===== src/rtl/mole_game_pkg.sv =====
// Shared types and constants for the whack-a-mole game engine.
package mole_game_pkg;

   typedef enum logic [1:0] {
      StIdle  = 2'd0,
      StRun   = 2'd1,
      StPause = 2'd2,
      StOver  = 2'd3
   } game_state_e;

   localparam int unsigned LifeW = 4;
   localparam int unsigned LfsrW = 16;
   // Right-shifting Galois form of x^16 + x^14 + x^13 + x^11 + 1.
   localparam logic [LfsrW-1:0] LfsrPoly = 16'hB400;

endpackage


===== src/rtl/lfsr16.sv =====
// Seeded 16-bit Galois LFSR with enable; exposes the low OutW bits.
module lfsr16
   import mole_game_pkg::*;
#(
   parameter logic [LfsrW-1:0] Seed = 16'hACE1,
   parameter int unsigned      OutW = 4
) (
   input  logic            clk,
   input  logic            rst_n,
   input  logic            en,
   output logic [OutW-1:0] value
);

   logic [LfsrW-1:0] lfsr_q, lfsr_d;

   always_comb begin
      lfsr_d = lfsr_q;
      if (en) begin
         lfsr_d = (lfsr_q >> 1) ^ (lfsr_q[0] ? LfsrPoly : '0);
      end
   end

   always_ff @(posedge clk or negedge rst_n) begin
      if (!rst_n) begin
         lfsr_q <= Seed;
      end else begin
         lfsr_q <= lfsr_d;
      end
   end

   assign value = lfsr_q[OutW-1:0];

endmodule


===== src/rtl/mole_game_core.sv =====
// Whack-a-mole engine: game FSM, countdown, mole spawn/expiry, hit scoring
// and high score. All outputs are registered.
module mole_game_core
   import mole_game_pkg::*;
#(
   parameter int unsigned N_HOLES    = 8,
   parameter int unsigned MAX_MOLES  = 4,
   parameter int unsigned LIFE_TICKS = 3,
   parameter int unsigned GAME_SECS  = 30,
   parameter int unsigned SCORE_W    = 8,
   parameter bit          PENALTY    = 1'b1,
   parameter logic [15:0] LFSR_SEED  = 16'hACE1
) (
   input  logic               clk,
   input  logic               rst_n,
   input  logic               tick_1hz,
   input  logic               tick_spawn,
   input  logic               btn_start,
   input  logic               btn_pause,
   input  logic [N_HOLES-1:0] sw,
   output logic [N_HOLES-1:0] mole_map,
   output logic [6:0]         sec_left,
   output logic [SCORE_W-1:0] score,
   output logic [SCORE_W-1:0] high_score,
   output logic [SCORE_W-1:0] miss_cnt,
   output logic [1:0]         game_state,
   output logic               game_over
);

   localparam int ScoreMax = (1 << SCORE_W) - 1;

   game_state_e                       state_q, state_d;
   logic [N_HOLES-1:0]                map_q, map_d;
   logic [N_HOLES-1:0][LifeW-1:0]     life_q, life_d;
   logic [6:0]                        sec_q, sec_d;
   logic [SCORE_W-1:0]                score_q, score_d;
   logic [SCORE_W-1:0]                high_q, high_d;
   logic [SCORE_W-1:0]                miss_q, miss_d;
   logic                              over_q, over_d;
   logic [N_HOLES-1:0]                sw_q;
   logic [3:0]                        lfsr_nib;

   lfsr16 #(
      .Seed (LFSR_SEED),
      .OutW (4)
   ) u_lfsr (
      .clk   (clk),
      .rst_n (rst_n),
      .en    (1'b1),
      .value (lfsr_nib)
   );

   logic [N_HOLES-1:0] edges, hit_mask, pen_mask, live_mask;
   logic [N_HOLES-1:0] spawn_lo, spawn_hi, spawn_mask;
   int unsigned        n_hit, n_pen, n_exp, n_live, cand;
   int                 score_sum, miss_sum;

   always_comb begin
      state_d    = state_q;
      map_d      = map_q;
      life_d     = life_q;
      sec_d      = sec_q;
      score_d    = score_q;
      miss_d     = miss_q;
      high_d     = high_q;
      over_d     = 1'b0;
      edges      = sw & ~sw_q;
      hit_mask   = '0;
      pen_mask   = '0;
      live_mask  = '0;
      spawn_lo   = '0;
      spawn_hi   = '0;
      spawn_mask = '0;
      n_hit      = 0;
      n_pen      = 0;
      n_exp      = 0;
      n_live     = 0;
      cand       = 0;
      score_sum  = 0;
      miss_sum   = 0;

      unique case (state_q)
         StIdle, StOver: begin
            if (btn_start) begin
               state_d = StRun;
               sec_d   = 7'(GAME_SECS);
               score_d = '0;
               miss_d  = '0;
               map_d   = '0;
               life_d  = '0;
            end
         end
         StPause: begin
            if (btn_pause) state_d = StRun;
         end
         StRun: begin
            // Hits are judged against the map as it stood before this cycle.
            hit_mask = edges & map_q;
            if (PENALTY) pen_mask = edges & ~map_q;
            live_mask = map_q & ~hit_mask;
            for (int i = 0; i < int'(N_HOLES); i++) begin
               if (hit_mask[i]) begin
                  life_d[i] = '0;
                  n_hit++;
               end
               if (pen_mask[i]) n_pen++;
            end

            if (tick_spawn) begin
               for (int i = 0; i < int'(N_HOLES); i++) begin
                  if (live_mask[i]) begin
                     life_d[i] = life_q[i] - LifeW'(1);
                     if (life_q[i] == LifeW'(1)) begin
                        live_mask[i] = 1'b0;
                        n_exp++;
                     end
                  end
               end
               for (int i = 0; i < int'(N_HOLES); i++) begin
                  if (live_mask[i]) n_live++;
               end
               if (n_live < MAX_MOLES) begin
                  cand = 32'(lfsr_nib) % N_HOLES;
                  // Lowest free hole at/after cand, else lowest free overall: a wrapping probe.
                  for (int i = int'(N_HOLES) - 1; i >= 0; i--) begin
                     if (!live_mask[i]) begin
                        spawn_lo    = '0;
                        spawn_lo[i] = 1'b1;
                        if (i >= int'(cand)) begin
                           spawn_hi    = '0;
                           spawn_hi[i] = 1'b1;
                        end
                     end
                  end
                  spawn_mask = (spawn_hi != '0) ? spawn_hi : spawn_lo;
               end
               for (int i = 0; i < int'(N_HOLES); i++) begin
                  if (spawn_mask[i]) life_d[i] = LifeW'(LIFE_TICKS);
               end
               live_mask = live_mask | spawn_mask;
            end
            map_d = live_mask;

            score_sum = int'(score_q) + int'(n_hit) - int'(n_pen);
            if (score_sum < 0) begin
               score_d = '0;
            end else if (score_sum > ScoreMax) begin
               score_d = SCORE_W'(ScoreMax);
            end else begin
               score_d = SCORE_W'(score_sum);
            end
            miss_sum = int'(miss_q) + int'(n_exp);
            miss_d   = (miss_sum > ScoreMax) ? SCORE_W'(ScoreMax) : SCORE_W'(miss_sum);

            if (tick_1hz) begin
               sec_d = sec_q - 7'd1;
               if (sec_q == 7'd1) begin
                  state_d = StOver;
                  over_d  = 1'b1;
                  map_d   = '0;
                  life_d  = '0;
                  if (score_d > high_q) high_d = score_d;
               end
            end
            if (btn_pause && state_d == StRun) state_d = StPause;
         end
         default: ;
      endcase
   end

   always_ff @(posedge clk or negedge rst_n) begin
      if (!rst_n) begin
         state_q <= StIdle;
         map_q   <= '0;
         life_q  <= '0;
         sec_q   <= 7'(GAME_SECS);
         score_q <= '0;
         high_q  <= '0;
         miss_q  <= '0;
         over_q  <= 1'b0;
         sw_q    <= '0;
      end else begin
         state_q <= state_d;
         map_q   <= map_d;
         life_q  <= life_d;
         sec_q   <= sec_d;
         score_q <= score_d;
         high_q  <= high_d;
         miss_q  <= miss_d;
         over_q  <= over_d;
         sw_q    <= sw;
      end
   end

   assign mole_map   = map_q;
   assign sec_left   = sec_q;
   assign score      = score_q;
   assign high_score = high_q;
   assign miss_cnt   = miss_q;
   assign game_state = state_q;
   assign game_over  = over_q;

endmodule


===== config.mk =====
export PLATFORM = sky130hd
export DESIGN_NAME = mole_game_core
export DESIGN_NICKNAME = d
export VERILOG_FILES = /design/src/rtl/mole_game_pkg.sv /design/src/rtl/lfsr16.sv /design/src/rtl/mole_game_core.sv
export SDC_FILE = /design/constraint.sdc
export NUM_CORES = 1
export LEC_CHECK = 0
export ABC_AREA = 0
export BUFFER_PORTS_ARGS = -buffer_cell sky130_fd_sc_hd__buf_2
export CAP_MARGIN = 20
export CORE_ASPECT_RATIO = 0.6
export CORE_MARGIN = 3
export CORE_UTILIZATION = 40
export DETAILED_ROUTE_END_ITERATION = 8
export GPL_TIMING_DRIVEN = 0
export SYNTH_ARGS = -nofsm -noshare
export SYNTH_HDL_FRONTEND = slang
export SYNTH_SLANG_ARGS = --single-unit

===== constraint.sdc =====
create_clock -name clk -period 20.1 [get_ports clk]
set_input_delay 4.02 -clock clk [delete_from_list [all_inputs] [get_ports clk]]
set_output_delay 4.02 -clock clk [all_outputs]
set_load 0.01 [all_outputs]

==> results.tsv <==
metric	value	unit
postCtsSetupBuffers	0	
p_per_area	152.4	nW/um^2
grt_antenna_before_repair	0	
rsz0062_at_grt	false	
path_clk_slew	0.07	ns
drc_errors	0	
swShare	0.5060	
worst_pin_slew	0.9563	ns
fillers	2023	
postSynthAreaPerCell	8.387	sq um
start_kind	input port	
dr.pass1.iters	5	
p_switching	0.7107	mW
startpoint	sw[0]	
htree_levels	3	
crit_buf_inv	3	
setup-violations-final	0	
crit_end	high_score[2]$_DFFE_PN0P_	
vdd_ir_drop_max	0.00008622	V
relSlewSlack	0.3575	
crit_path_frequent_cell	ha_1	
synth_most_common_cell	nand2_1	
reg2reg_slack	10.26	ns
yosysTopAreaCell	dfrtp_1	
seq_area	2467	sq um
postRouteAntennaNets	0	
end_kind	flop	
multiInputGateArea	5394	sq um
yosysSeqAreaShare	0.2990	
nets	1155	
critPathSlowestCell	nor3_1	
synth-edff-count	0	
initial_core_util	0.4102	
die-area	22450	sq um
diodes	0	
p_clk_frac	0.124	
holdWs	0.3479	ns
p_seq_frac	0.229	
cp.required	20.37	ns
cp.arrival	13.30	ns
comb_power_share	0.647	
timing.fmax	76.73	MHz
skew	0.009968	ns
grt_pass1_wl	36470	um
slowest_delay	0.73	ns
die_y	117.3	um
ff2ff_path_depth	38	
num_io_pins	56	
yosys_warnings	0	
min_period_over_period	0.6484	
grt_max_degree	51	
grt_usage	0.2111	
synth_ff_type	dfrtp_1	
period_needed	13.03	ns
clkSinkCount	98	
finalSetupTns	0	ns
p_leak	4.218	nW
die_x	191.4	um
ys_seq_elements	98	
pre_cts_slack	6.783	ns
synthArstFlopShare	1.000	
path_class	input port to flop	
crit_family	adder cells	
root_buffer	clkbuf_16	
cts_tree	built	
path_depth	37	
post_cts_resized	0	
std_cell_rows	40	
status	finished clean	
synthCells	984	
cts_made_buffers	9	
wl	23310	um
p_int	0.6940	mW
clk_path_buf_depth	2	
insertion_delay	0.37	ns
place_congestion	0.9733	
r2r_end	high_score[2]$_DFFE_PN0P_	
detail_route.wl_per_cell	17.44	um
drv_slew	0	
num_vias	7445	
ys_top_cells_by_count	nand2_1, dfrtp_1, nor2_1	
cap_viol_max_count	0	
drive_above_1_share	0.1119	
vias_per_cell	5.573	
dp_hpwl	18370	um
synth_cell_types	82	
hp-class	flop to flop	
first_iter_violations	713	
grt_overflow	0	
numPortBuffers	55	
area_growth	11.67	%
fin_ws	7.067	ns
crit_fanout	10	
core-area	20120	sq um
syn_area	8253	sq um
hold_buffers	0	
synth.area.top_cells	dfrtp_1, ha_1, nand2_1, xnor2_1, o21ai_0	
grt_pass1_vias	6406	
synth_top_area_frac	0.2608	
timing.rr.start	mole_map[1]$_DFFE_PN0P_	
hold_viol_final	0	
-- cells by family after synthesis --
| kind of cell | after synthesis | share of synthesized area |
|---|---|---|
| AO/OA/AOI/OAI | 244 | 0.1935 |
| XOR/XNOR | 69 | 0.08278 |
| adder cells (fa/ha/maj) | 86 | 0.1377 |
| buffers and inverters | 110 | 0.05018 |
| flip-flops | 98 | 0.2990 |
| multiplexers | 13 | 0.01728 |
| other | 2 | 0.0009100 |
| AND/OR/NAND/NOR | 362 | 0.2188 |
-- layout make-up --
| type | instances | area share |
|---|---|---|
| Inverter | 78 | 0.03177 |
| Buffer | 32 | 0.01317 |
| Multi-Input combinational cell | 782 | 0.5853 |
| Sequential cell | 98 | 0.2677 |
| Clock inverter | 5 | 0.003937 |
| Clock buffer | 11 | 0.02742 |
| Tap cell | 273 | 0.03706 |
| Timing Repair Buffer | 57 | 0.03367 |
-- worst reg2reg max path: cells and delay by family, from the launching register on --
family	cells	cell delay, ns
AO/OA/AOI/OAI	10	1.68
adder cells (fa/ha/maj)	10	3.03
XOR/XNOR	1	0.25
flip-flops	1	0.33
AND/OR/NAND/NOR	8	2.09
buffers and inverters	5	1.36
multiplexers	4	1.03
-- cells in the final DEF (no fill, tap or decap), drive strengths merged, types with 24 or more instances in the layout --
cell,synthesis,final
nor2,81,81
dfrtp,86,86
ha,74,74
xor2,24,24
clkbuf,29,40
xnor2,40,40
nand2,112,112
inv,78,80
nand3,38,38
o21ai,68,68
a21oi,56,56
buf,3,60
-- power by group through the flow --
stage | Clock [mW] | Sequential (mW) | Combinational [mW]
CTS | 0.179 | 0.321 | 0.898
global route | 0.187 | 0.332 | 1.03
global placement | 0 | 0.324 | 0.886
floorplan | 0 | 0.322 | 0.639
detailed placement | 0 | 0.324 | 0.890
finish | 0.175 | 0.322 | 0.908
-- metal layers --
metal	vias to the layer above	track usage	routed length [um]
met2	284	0.2549	8302
met5	-	0	0
li1	3658	-	-
met4	0	0.03468	125
met1	3491	0.3631	12710
met3	12	0.04821	2162
-- how the worst min path moves through the flow --
stage / start / endpoint / slack [ns] / cells after the start
global placement: u_lfsr.lfsr_q[9]$_DFF_PN0_ / u_lfsr.lfsr_q[8]$_DFF_PN0_ / 0.33 / 0
finish: u_lfsr.lfsr_q[6]$_DFF_PN1_ / u_lfsr.lfsr_q[5]$_DFF_PN1_ / 0.35 / 0
detailed placement: u_lfsr.lfsr_q[4]$_DFF_PN0_ / u_lfsr.lfsr_q[3]$_DFF_PN0_ / 0.33 / 0
floorplan: u_lfsr.lfsr_q[3]$_DFF_PN0_ / u_lfsr.lfsr_q[2]$_DFF_PN0_ / 0.33 / 0
global route: u_lfsr.lfsr_q[12]$_DFF_PN0_ / u_lfsr.lfsr_q[11]$_DFF_PN1_ / 0.36 / 0
CTS: u_lfsr.lfsr_q[4]$_DFF_PN0_ / u_lfsr.lfsr_q[3]$_DFF_PN0_ / 0.35 / 0
-- sequential cells by signal, indices dropped and copies added, names as in the netlist, 2 cells and up --
name and flops:
sec_left 7, mole_map 8, miss_cnt 8, score 8
u_lfsr.lfsr_q 16, sw_q 8, life_q 32, high_score 8
game_state 2
-- metrics by stage --
step | utilization | total power [mW] | area, sq um | cells
finish | 0.4581 | 1.405 | 9216 | 1336
global route | 0.4581 | 1.546 | 9216 | 1336
CTS | 0.4578 | 1.399 | 9211 | 1335
detailed placement | 0.4435 | 1.214 | 8922 | 1319
global placement | 0.4420 | 1.210 | 8892 | 1318
floorplan | - | 0.9615 | 8275 | 990
Note: power is estimated with default switching activity, not from simulation.
